==> src/rtl/dmem_ctrl.sv <==
// dmem_ctrl: data-memory controller sitting after the MEM stage.
// Bridges loads/stores to a variable-latency backing memory (req/ack),
// stalls the pipeline while an access is outstanding, keeps a one-entry
// doubleword read buffer for zero-latency repeat loads, flags misaligned
// accesses and counts buffer hits / backing-memory accesses.
//
// Ports:
//   clk, reset        clock (rising edge), async active-high reset
//   DM_addr           byte address from EX/MEM
//   DM_writeData      store data
//   DM_writeEnable    store request (wins over DM_readEnable)
//   DM_readEnable     load request
//   DM_readData       load data to MEM/WB (combinational)
//   stall             pipeline freeze (combinational)
//   mem_req/mem_we    backing-memory request and direction
//   mem_addr/mem_wdata latched doubleword address / store data
//   mem_ack/mem_rdata backing-memory completion pulse and read data
//   misalign_err      sticky misalignment flag
//   hit_cnt/miss_cnt  saturating buffer-hit / memory-access counters
module dmem_ctrl #(
  parameter int N     = 64,
  parameter int CNT_W = 16
) (
  input  logic             clk,
  input  logic             reset,
  input  logic [N-1:0]     DM_addr,
  input  logic [N-1:0]     DM_writeData,
  input  logic             DM_writeEnable,
  input  logic             DM_readEnable,
  output logic [N-1:0]     DM_readData,
  output logic             stall,
  output logic             mem_req,
  output logic             mem_we,
  output logic [N-1:0]     mem_addr,
  output logic [N-1:0]     mem_wdata,
  input  logic             mem_ack,
  input  logic [N-1:0]     mem_rdata,
  output logic             misalign_err,
  output logic [CNT_W-1:0] hit_cnt,
  output logic [CNT_W-1:0] miss_cnt
);

  typedef enum logic [1:0] {
    IDLE = 2'd0,
    BUSY = 2'd1,
    DONE = 2'd2
  } state_t;

  state_t           state_q;
  logic             req_q;
  logic             we_q;
  logic [N-1:0]     addr_q;
  logic [N-1:0]     wdata_q;
  logic             buf_valid_q;
  logic [N-1:0]     buf_tag_q;
  logic [N-1:0]     buf_data_q;
  logic             misalign_q;
  logic [CNT_W-1:0] hit_cnt_q;
  logic [CNT_W-1:0] miss_cnt_q;

  logic access;
  logic aligned;
  logic is_read;
  logic hit;
  logic start;
  logic in_idle;

  // Request decode; a simultaneous read+write is treated as a write.
  assign access  = DM_readEnable | DM_writeEnable;
  assign aligned = (DM_addr[2:0] == 3'b000);
  assign is_read = DM_readEnable & ~DM_writeEnable;
  assign in_idle = (state_q == IDLE);
  assign hit     = in_idle & is_read & aligned & buf_valid_q & (buf_tag_q == DM_addr);
  assign start   = in_idle & access & aligned & ~hit;

  // Stall and load data are combinational so a miss freezes the pipe in
  // the same cycle and a hit returns data with zero latency.
  always_comb begin
    stall       = 1'b0;
    DM_readData = '0;
    if (!reset) begin
      unique case (state_q)
        IDLE: begin
          stall = start;
          if (hit) DM_readData = buf_data_q;
        end
        BUSY: stall = 1'b1;
        DONE: if (!we_q) DM_readData = buf_data_q;
        default: ;
      endcase
    end
  end

  // Controller FSM, request latches, read buffer and counters.
  always_ff @(posedge clk or posedge reset) begin
    if (reset) begin
      state_q     <= IDLE;
      req_q       <= 1'b0;
      we_q        <= 1'b0;
      addr_q      <= '0;
      wdata_q     <= '0;
      buf_valid_q <= 1'b0;
      buf_tag_q   <= '0;
      buf_data_q  <= '0;
      misalign_q  <= 1'b0;
      hit_cnt_q   <= '0;
      miss_cnt_q  <= '0;
    end else begin
      unique case (state_q)
        IDLE: begin
          if (access && !aligned) begin
            misalign_q <= 1'b1;
          end else if (hit) begin
            if (hit_cnt_q != {CNT_W{1'b1}}) hit_cnt_q <= hit_cnt_q + CNT_W'(1);
          end else if (start) begin
            state_q <= BUSY;
            req_q   <= 1'b1;
            we_q    <= DM_writeEnable;
            addr_q  <= DM_addr;
            wdata_q <= DM_writeData;
            if (miss_cnt_q != {CNT_W{1'b1}}) miss_cnt_q <= miss_cnt_q + CNT_W'(1);
          end
        end
        BUSY: begin
          if (mem_ack) begin
            state_q <= DONE;
            req_q   <= 1'b0;
            if (!we_q) begin
              buf_valid_q <= 1'b1;
              buf_tag_q   <= addr_q;
              buf_data_q  <= mem_rdata;
            end else if (buf_valid_q && (buf_tag_q == addr_q)) begin
              // Write-through keeps the buffered doubleword coherent.
              buf_data_q <= wdata_q;
            end
          end
        end
        DONE: state_q <= IDLE;
        default: state_q <= IDLE;
      endcase
    end
  end

  assign mem_req      = req_q;
  assign mem_we       = we_q;
  assign mem_addr     = addr_q;
  assign mem_wdata    = wdata_q;
  assign misalign_err = misalign_q;
  assign hit_cnt      = hit_cnt_q;
  assign miss_cnt     = miss_cnt_q;

endmodule

==> config.mk <==
export PLATFORM = sky130hd
export DESIGN_NAME = dmem_ctrl
export DESIGN_NICKNAME = d
export VERILOG_FILES = /design/src/rtl/dmem_ctrl.sv
export SDC_FILE = /design/constraint.sdc
export NUM_CORES = 1
export LEC_CHECK = 0
export ABC_CLOCK_PERIOD_IN_PS = 15550
export BUFFER_PORTS_ARGS = -buffer_cell sky130_fd_sc_hd__buf_2
export CORE_UTILIZATION = 52
export DETAILED_ROUTE_END_ITERATION = 10
export HOLD_SLACK_MARGIN = 0.15
export PLACE_DENSITY = 0.82
export REMOVE_ABC_BUFFERS = 1
export SYNTH_ARGS = -nofsm -noshare
export SYNTH_HDL_FRONTEND = slang
export SYNTH_SLANG_ARGS = --single-unit
==> constraint.sdc <==
create_clock -name clk -period 15.55 [get_ports clk]
set_clock_uncertainty 0.15 [all_clocks]
set_input_delay 3.8875 -clock clk [delete_from_list [all_inputs] [get_ports clk]]
set_output_delay 3.8875 -clock clk [all_outputs]
set_load 0.1 [all_outputs]
# After elaboration in Yosys (flattened, before gate mapping)
# Cells that the tools add are included.
# word_totals
register_bits	294
latchBits	0
ramBits	0
rom_bits	0
out_inout_bits	228
elab_cells	69
memories	0
# op_classes
addsub	2
n_mul	0
n_div	0
order_cmp	0
eq_ne	11
n_shift	0
mux	18
bitwise	13
reduce_logical	14
# ops
operator	n
64-bit two-way mux	5
64-bit equality test	2
64-bit one-hot mux with 2 select lines	1
16-bit by 1-bit adder with 16-bit output (second input constant)	2
16-bit inequality test (second input constant)	2
4-bit AND reduction	3
5-bit AND reduction	2
1-bit bitwise AND	8
2-bit two-way mux	4
2-bit inequality test (second input constant)	4
3-bit AND reduction	2
1-bit two-way mux	5
1-bit inverter	4
1-bit one-hot mux with 2 select lines	2
2-bit one-hot mux with 2 select lines	1
3-bit zero test	1
2-bit by 1-bit equality test with 1-bit output (second input constant)	1
2-bit equality test (second input constant)	1
1-bit logical AND	2
2-bit zero test	1
2-bit by 1-bit inequality test with 1-bit output (second input constant)	1
2-bit AND reduction	1
2-bit nonzero test	1
1-bit zero test	1
1-bit bitwise OR	1

# Logic depth before layout (Yosys ltp)
# Gate-level depths: netlist (run 1).
# depth
ltp_word	12
depth_mapped	9
ltp_nobuf	7

# Worst setup path after synthesis (run 1)
# Ideal clock, no wire load.
# synth_path
path_kind	input -> output
startpoint	input port DM_addr[0]
endpoint	output port stall
t_arrival_ns	7.084
setup_slack_ns	4.429
path_stages	7
path_buffers	2
cell_sequence	nor3_1 nand2_1 nor2_1 o21ai_1 buf_2 buf_2 a211oi_1
# synth_between
elab_chain_len	8
word_cells_on_any_way	10
classes_between	eq/ne: 1; mux: 2; bitwise: 6; reduce/logical: 1
# synth_lines
item	line_no	text
start, declared	26	input logic [N-1:0] DM_addr,
branches (longest 5 deep; another with 64-bit equality test)	n/a	
1-bit bitwise AND (*)	74	assign start = in_idle & access & aligned & ~hit;
1-bit one-hot mux with 2 select lines (*)	82	unique case (state_q)
1-bit two-way mux (*)	81	if (!reset) begin
end, declared	31	output logic stall,
# Every way passes the cells marked *.

# Worst setup path after layout (run 1)
# layout_path
startpoint	input port DM_addr[25]
endpoint	output port DM_readData[1]
# layout_between
elab_chain_len	5
# layout_lines
item	line_no	text
64-bit equality test	73	assign hit = in_idle & is_read & aligned & buf_valid_q & (buf_tag_q == DM_addr);
1-bit bitwise AND	73	
64-bit two-way mux	85	if (hit) DM_readData = buf_data_q;
64-bit one-hot mux with 2 select lines	82	
64-bit two-way mux	81	
end, declared	30	output logic [N-1:0] DM_readData,
# No other way between the ends.

==> flow_summary.toml, run 1 <==
[run_status]
outcome = "finished, final reports clean"

[clock_tree]
clock-root-buffer = "clkbuf_16"
post-cts-setup-buffers = 0
clock_sinks = 294
cts_tree = "done"
numCtsBuffers = 31
postCtsHoldBufs = 0
cts.clk_slew.worst_paths_ns = 0.06
clk_latency_ns = 0.56
htreeDepth = 1
cts-resized-gates = 0
clk_path_buf_depth = 3

[pwr]
powerDensity_nw_per_um2 = 200
p_leak_nw = 8.35
p_clk_share_pct = 20.7
peakVddDrop_uv = 137
comb_power_share_pct = 43.0
seqPwrFrac_pct = 36.3
swShare_pct = 45.7
p_int_mw = 1.87
power.switching_mw = 1.58

[min_path]
hp-class = "reg2reg"

[floorplanning]
chipHeight_um = 165
die_x_um = 165
core_um2 = 26100
die_area_um2 = 27300
ios = 425
std_cell_rows = 59
start_util_pct = 53.1

[layout]
layout_commonest_cell = "buf_2"
finish.net_count = 1667
syn2layout_area_growth_pct = 24.6
multi_input_area_um2 = 6210
fillers = 1993
utilization_pct = 66.2
final_cell_mix = "buf_2, mux2_2, dfrtp_1"
drive_gt1_share_pct = 53.7
instances_no_fill = 1832
regArea_um2 = 7360

[sta]
report.final.slew_viol_count = 0
relSlewSlack_pct = 19.6
period_share_pct = 72.1
rsz0062_at_grt = "false"
finalHoldViolCount = 0
clock.fmax_ghz = 0.0891
period_minus_slack_ns = 11.22
setup_viol = 0
worst_slew_pin_slew_ns = 1.21

[flow_run]
drv_cap = 0

[global_routing]
grt_max_degree = 142
grt_usage_pct = 25.5
grt_remaining_overflow = 0
busiest_layer = "met2"
grt_use_met3_pct = 6.04
grtUsageMet2_pct = 44.1
grt_pass1_vias = 9638
grt_pass1_wl_mm = 53.4
antenna_found_initial = 6
use_met1_pct = 31.8

[synth]
ys_ff_latch = 294
syn_avg_cell_area_um2 = 13.2
synth_area_um2 = 13800
seq_area_frac_synth_pct = 53.1
synth_cell_types = 40
syn_inst = 1048
yosysWarnings = 0

[setup_path]
worst-setup-path-type = "in2out"
worstPathMaxFanout = 64
worstPathArrival_ns = 7.18
critPathCaptureType = "output pin"
critPathLaunchType = "primary input"
critPathRequiredTime_ns = 11.51

[drt]
viasPerCell = 5.34
route.detailed.drc = 0
first_pass_iters = 4
routed_wl_mm = 36.5
wl_per_cell_um = 19.9
ant_nets = 0
first_iter_violations = 571
via_count = 9791

[placed_design]
dp_hpwl_mm = 26.5
dpl.cell_count = 1770
routabilityCongestion = 0.904
place.port_buffers = 424
==> worst max-delay path, stage by stage <==
cell and delay (ns):
buf_2 0.11, xnor2_1 0.27, nand4_1 0.16, nor4_1 0.60, nand4_1 0.42, or2_4 0.37, a211oi_4 0.19, buf_4 0.46
and2_1 0.22, buf_2 0.43
==> flip-flops by register name, indices dropped and copies added (netlist names) <==
signal	count
mem_req	1
miss_cnt	16
mem_we	1
mem_addr	64
misalign_err	1
buf_tag_q	64
hit_cnt	16
buf_valid_q	1
state_q	2
buf_data_q	64
mem_wdata	64
==> per-layer routing <==
layer	vias up	share of wire, %
met4	6	2.3
met2	312	51
met1	4897	40
li1	4517	-
met5	-	0.077
met3	59	6.5
==> power groups by stage <==
stage,clock [mW],sequential [mW],combinational (mW)
2_1_floorplan,0,1.91,0.513
3_3_place_gp,0,1.24,1.47
3_5_place_dp,0,1.26,1.49
4_1_cts,0.731,1.25,1.49
5_1_grt,0.756,1.28,1.55
6_report,0.715,1.25,1.48
==> Yosys cell counts <==
master | n | area [µm²]
mux2_2 | 313 | 3520
dfrtp_1 | 294 | 7360
xnor2_1 | 83 | 727
and2_1 | 69 | 432
xor2_1 | 63 | 552
nand4_1 | 33 | 206
nor4_1 | 24 | 150
clkbuf_1 | 22 | 82.6
nand2_1 | 21 | 78.8
nor2_1 | 18 | 67.6
inv_1 | 17 | 63.8
buf_2 | 16 | 80.1
nor3_1 | 11 | 55.1
nand3_1 | 9 | 45.0
o21ai_0 | 8 | 40.0
and3_1 | 6 | 37.5
buf_6 | 6 | 67.6
nor2b_1 | 5 | 31.3
o22ai_1 | 4 | 25.0
nand2b_1 | 3 | 18.8
a2111o_1 | 2 | 22.5
and4_1 | 2 | 17.5
ha_1 | 2 | 25.0
a211oi_1 | 1 | 7.51
a211oi_4 | 1 | 20.0
a21o_1 | 1 | 7.51
a21oi_1 | 1 | 5.00
a222oi_1 | 1 | 10.0
a31oi_1 | 1 | 6.26
and2b_1 | 1 | 7.51
buf_1 | 1 | 3.75
nand3b_1 | 1 | 7.51
nor3_2 | 1 | 10.0
o2111ai_1 | 1 | 8.76
o21ai_1 | 1 | 5.00
o31ai_1 | 1 | 7.51
or2_2 | 1 | 6.26
or2_4 | 1 | 8.76
or2b_1 | 1 | 7.51
or4_1 | 1 | 7.51
==> cells by family after synthesis <==
logic type	synth area share, %
simple gates	8.63
compound gates	1.19
fa+ha+maj	0.181
buf+inv	2.15
xor+xnor	9.24
mux	25.5
flops	53.1
==> metrics by stage <==
stage / hold slack [ns] / TNS (ns) / instance area (µm²) / worst slack [ns] / power (mW)
floorplan: 0.313 / -3.06 / 13600 / -3.06 / 2.42
global placement: 0.288 / 0 / 16200 / 4.61 / 2.71
detailed placement: 0.313 / 0 / 16200 / 4.45 / 2.75
CTS: 0.327 / 0 / 17200 / 4.44 / 3.47
global route: 0.337 / 0 / 17200 / 4.29 / 3.59
finish: 0.324 / 0 / 17200 / 4.33 / 3.45
==> final cells by class <==
cell class,count,area share [%]
Clock buffer,43,4.99
Tap cell,335,2.43
Clock inverter,11,0.675
Antenna cell,8,0.116
Timing Repair Buffer,432,12.7
Multi-Input combinational cell,692,36.0
Sequential cell,294,42.7
Inverter,17,0.414
==> worst paths after layout <==
path,cells past startpoint,end,slack [ns],startpoint
setup / recovery,10,DM_readData[1],4.33,DM_addr[25]
hold / removal,1,misalign_err$_DFFE_PP0P_,0.32,misalign_err$_DFFE_PP0P_
setup reg to reg,8,mem_addr[57]$_DFFE_PP0P_,10.85,buf_tag_q[25]$_DFFE_PP0P_
hold reg to reg,1,misalign_err$_DFFE_PP0P_,0.32,misalign_err$_DFFE_PP0P_
max in group asynchronous,3,buf_tag_q[33]$_DFFE_PP0P_,10.21,reset
min in group asynchronous,2,hit_cnt[9]$_DFFE_PP0P_,3.44,reset
Note: power is estimated with default switching activity, not from simulation.
==> inputs of run 2 (changes only) <==
- ABC_CLOCK_PERIOD_IN_PS: 15550 -> 10520
- clock period: 15.55 -> 10.52 ns (I/O delays scaled with it)
==> flow_summary.toml, run 2 (synthesis gave the netlist of run 1 again) <==
[run_status]
outcome = "finished, final reports clean"

[pwr]
p_int_mw = 2.73
power.switching_mw = 2.32
p_clk_share_pct = 19.9
p_leak_nw = 8.33
peakVddDrop_uv = 250
finalPower_mw = 5.05
seqPwrFrac_pct = 36.6
swShare_pct = 46.0
powerDensity_nw_per_um2 = 294
comb_power_share_pct = 43.5

[clock_tree]
clk_path_buf_depth = 3
clock_sinks = 294
postCtsHoldBufs = 0
post-cts-setup-buffers = 0
cts_tree = "done"
cts-resized-gates = 0
clock-root-buffer = "clkbuf_16"
numCtsBuffers = 31
clk_latency_ns = 0.55
htreeDepth = 1
cts.clk_slew.worst_paths_ns = 0.06

[floorplanning]
chipHeight_um = 165
die_area_um2 = 27300
core_um2 = 26100
ios = 425
die_x_um = 165
start_util_pct = 53.1
std_cell_rows = 59

[setup_path]
critPathCaptureType = "output pin"
worst-setup-path-type = "in2out"
r2r_slack_ns = 5.96
worstPathMaxFanout = 64
critPathBufInv = 3
crit_chain = "buf_2 -> xnor2_1 -> nand4_1 -> nor4_1 -> nand4_1 -> or2_4 -> a211oi_4 -> buf_4 -> and2_1 -> buf_2"
critical-path-top-delay-family = "simple AND/OR/NAND/NOR gates"
critPathRequiredTime_ns = 7.74
worstPathArrival_ns = 5.87
slowest_delay_ns = 0.67
crit_slowest_cell = "nor4_1"
critPathLaunchType = "primary input"

[placed_design]
dpl.cell_count = 1769
place.port_buffers = 424
dp_slack_ns = 1.97
dp_hpwl_mm = 26.6
routabilityCongestion = 0.882

[sta]
clock.fmax_ghz = 0.116
period_minus_slack_ns = 8.65
period_share_pct = 82.3
layout_setup_ws_ns = 1.87
setup_viol = 0
report.final.slew_viol_count = 0
rsz0062_at_grt = "false"
tns_ns = 0
finalHoldViolCount = 0
relSlewSlack_pct = 23.3
whs_ns = 0.302
worst_slew_pin_slew_ns = 1.15

[layout]
drive_gt1_share_pct = 53.7
instances_no_fill = 1833
finish.net_count = 1666
multi_input_area_um2 = 6210
layout_commonest_cell = "buf_2"
regArea_um2 = 7360
fillers = 1989
final_cell_mix = "buf_2, mux2_2, dfrtp_1"
syn2layout_area_growth_pct = 24.3

[global_routing]
grt_max_degree = 155
antenna_found_initial = 7
grt_pass1_wl_mm = 54.2
grt_usage_pct = 25.9
grt_pass1_vias = 9870
grt_remaining_overflow = 0

[drt]
via_count = 9797
viasPerCell = 5.34
route.detailed.drc = 0
first_pass_iters = 4
ant_nets = 0
wl_per_cell_um = 19.7
routed_wl_mm = 36.1
first_iter_violations = 528

[min_path]
hp-class = "reg2reg"

[flow_run]
drv_cap = 0
run 2: per-layer routing:
metal  track usage (%)  wire length, µm  part of all wire (%)
met1              31.7            14100                    39
met2              44.0            18100                    50
met3              7.17             2830                   7.8
met4              8.47             1030                   2.8
met5                 0               43                  0.12
run 2: final cells by class:
type / instances / share of cell area [%]
Sequential cell: 294 / 42.8
Tap cell: 335 / 2.44
Multi-Input combinational cell: 692 / 36.1
Timing Repair Buffer: 431 / 12.7
Inverter: 17 / 0.414
Clock inverter: 10 / 0.327
Clock buffer: 45 / 5.10
Antenna cell: 9 / 0.131
run 2: per-stage QoR:
stage | area [µm²] | util [%]
after CTS | 17200 | 65.9
after global placement | 16300 | 62.4
after floorplan | 13600 | -
after detailed placement | 16300 | 62.4
after global routing | 17200 | 66.0
final | 17200 | 66.0
run 2: path summary, 6_finish.rpt:
kind                                              end                      start  depth (start not counted)
min in group asynchronous      hit_cnt[0]$_DFFE_PP0P_                      reset                          2
hold reg to reg              misalign_err$_DFFE_PP0P_   misalign_err$_DFFE_PP0P_                          1
setup reg to reg             mem_addr[32]$_DFFE_PP0P_  buf_tag_q[25]$_DFFE_PP0P_                          8
max in group asynchronous  buf_data_q[10]$_DFFE_PP0P_                      reset                          3
setup / recovery                      DM_readData[12]                DM_addr[25]                         10
hold / removal               misalign_err$_DFFE_PP0P_   misalign_err$_DFFE_PP0P_                          1
run 2: power groups by stage:
stage	Combinational [mW]	Sequential, mW	Clock (mW)
after global routing	2.30	1.90	1.08
after global placement	2.17	1.84	0
after CTS	2.21	1.84	1.03
after floorplan	0.758	2.82	0
after detailed placement	2.20	1.86	0
final	2.20	1.85	1.01
==> inputs of run 3 (changes only) <==
- ABC_AREA: not set -> 1
- ABC_CLOCK_PERIOD_IN_PS: 10520 -> 8100
- CORE_UTILIZATION: 52 -> 54
- PLACE_DENSITY: 0.82 -> 0.83
- clock period: 10.52 -> 8.1 ns (I/O delays scaled with it)
==> flow_summary.toml, run 3 <==
[layout]
final_cell_mix = "nand2_1, buf_2, dfrtp_1"
layout_commonest_cell = "nand2_1"
syn2layout_area_growth_pct = 22.2
fillers = 2541
drive_gt1_share_pct = 19.3
regArea_um2 = 7360
multi_input_area_um2 = 7250
finish.net_count = 2853

[synth]
synthAdderAreaFrac_pct = 0.159
syn_avg_cell_area_um2 = 6.94
synth_cell_types = 34
synthTopCellsByCount = "nand2_1, dfrtp_1, nor2_1, inv_1, o21ai_0"
yosys.area_share.simple_pct = 37.3
syn_inst = 2273
seq_area_frac_synth_pct = 46.7
synth_ff_type = "dfrtp_1"
yosys.area.top_type = "dfrtp_1"
synth-xor-area-share_pct = 3.22
synth_mux_area_share_pct = 0.214
synth_edf_count = 0
synth_top_family_by_area = "simple AND/OR/NAND/NOR gates"
synth_area_um2 = 15800
yosysWarnings = 0
yosysMostFrequentCell = "nand2_1"
async_reset_ff_share_pct = 100
synthTopCellsByArea = "dfrtp_1, nand2_1, nor2_1"
synth_compound_gate_area_share_pct = 4.90
ys_ff_latch = 294
synth_top_area_share_pct = 46.7

[sta]
period_share_pct = 83.0
report.final.slew_viol_count = 0
tns_ns = 0
setup_viol = 0
clock.fmax_ghz = 0.149
period_minus_slack_ns = 6.72
rsz0062_at_grt = "false"
finalHoldViolCount = 0
relSlewSlack_pct = 18.5
worst_slew_pin_slew_ns = 1.22
whs_ns = 0.349

[clock_tree]
post-cts-setup-buffers = 0
clk_latency_ns = 0.53
cts_tree = "done"
cts.clk_slew.worst_paths_ns = 0.05
clock_sinks = 294
numCtsBuffers = 35
cts-resized-gates = 0
clock-root-buffer = "clkbuf_16"
htreeDepth = 2
postCtsHoldBufs = 0
clk_path_buf_depth = 3

[drt]
first_pass_iters = 6
wl_per_cell_um = 17.3
route.detailed.drc = 0
via_count = 16500
viasPerCell = 5.39
first_iter_violations = 1765
routed_wl_mm = 53.0
ant_nets = 0

[floorplanning]
die_area_um2 = 29900
core_um2 = 28700
chipHeight_um = 173
die_x_um = 173
std_cell_rows = 62
start_util_pct = 54.9
ios = 425

[global_routing]
grt_pass1_vias = 15400
grt_remaining_overflow = 0
grt_max_degree = 160
antenna_found_initial = 6
grt_pass1_wl_mm = 83.0
grt_usage_pct = 35.0

[setup_path]
worst-setup-path-type = "in2out"
worstPathArrival_ns = 4.55
worstPathMaxFanout = 64
critPathCaptureType = "output pin"
worstSetupEndpoint = "DM_readData[31]"
critPathRequiredTime_ns = 5.93
reg2reg_depth = 11
critPathLaunch = "DM_addr[0]"
r2r_slack_ns = 4.35
r2r-start = "buf_tag_q[1]$_DFFE_PP0P_"
critPathLaunchType = "primary input"
reg2reg_to = "state_q[0]$_DFFE_PP0P_"

[flow_run]
drv_cap = 0

[run_status]
outcome = "finished, final reports clean"

[pwr]
peakVddDrop_uv = 283
powerDensity_nw_per_um2 = 347
p_leak_nw = 11.1
finalPower_mw = 6.69

[placed_design]
routabilityCongestion = 0.940
dp_hpwl_mm = 37.5
place.port_buffers = 424

[min_path]
hold_start = "mem_wdata[60]$_DFFE_PP0P_"
hp-class = "reg2reg"
==> run 3: report_power, final <==
part	leakage [nW]	internal (mW)	total, mW	switching [mW]
clock	0.578	0.976	1.61	0.637
combinational	6.77	0.603	2.76	2.16
sequential	3.72	1.90	2.31	0.420
total	11.1	3.47	6.69	3.22
==> run 3: cell families (layout without fill, tap and decap cells) <==
| group | after synthesis | count (layout) |
|---|---|---|
| muxes | 3 | 3 |
| buffers and inverters | 286 | 693 |
| and+or+nand+nor | 1481 | 1481 |
| adders and majority gates | 2 | 2 |
| other | 0 | 5 |
| xor gates and xnor gates | 58 | 58 |
| DFF | 294 | 294 |
| AOI/OAI and AO/OA | 149 | 149 |
==> run 3: layout make-up <==
class	instances	share of cell area [%]
inverter	190	3.74
clock inverter	8	0.558
sequential	294	38.2
antenna	5	0.0649
tap	384	2.49
multi-input combinational	1693	37.6
clock buffer	55	5.56
timing repair buffer	440	11.8
==> run 3: worst min-delay path by stage <==
stage                                      to  cells after the start
floorplan             buf_valid_q$_DFFE_PP0P_                      2
global placement    mem_wdata[49]$_DFFE_PP0P_                      2
detailed placement  mem_wdata[60]$_DFFE_PP0P_                      2
CTS                 mem_wdata[60]$_DFFE_PP0P_                      2
global route        mem_wdata[42]$_DFFE_PP0P_                      2
finish              mem_wdata[60]$_DFFE_PP0P_                      2
==> run 3: per-stage QoR <==
stage | utilization [%] | cells | area (µm²) | worst slack, ns
after CTS | 67.1 | 3064 | 19300 | 1.43
after global routing | 67.1 | 3067 | 19300 | 1.17
after detailed placement | 63.0 | 3001 | 18100 | 1.43
after global placement | 63.0 | 3001 | 18100 | 1.42
after floorplan | - | 2177 | 15300 | -2.19
final | 67.1 | 3069 | 19300 | 1.38
==> run 3: critical path, cell delays in order <==
cell     delay, ns
buf_2         0.12
inv_1         0.04
nand2_1       0.05
nand2_1       0.06
nor2_1        0.12
nand2_1       0.07
nor2_1        0.25
nand2_1       0.09
nor2_1        0.22
nand3_4       0.29
nand2_2       0.18
buf_12        0.28
nand2_1       0.10
nor2_1        0.15
buf_2         0.45
==> run 3: per-layer routing <==
metal	wire length, µm	track usage [%]
met1	21900	48.4
met2	24600	56.3
met3	4930	6.22
met4	1610	11.0
met5	0	0
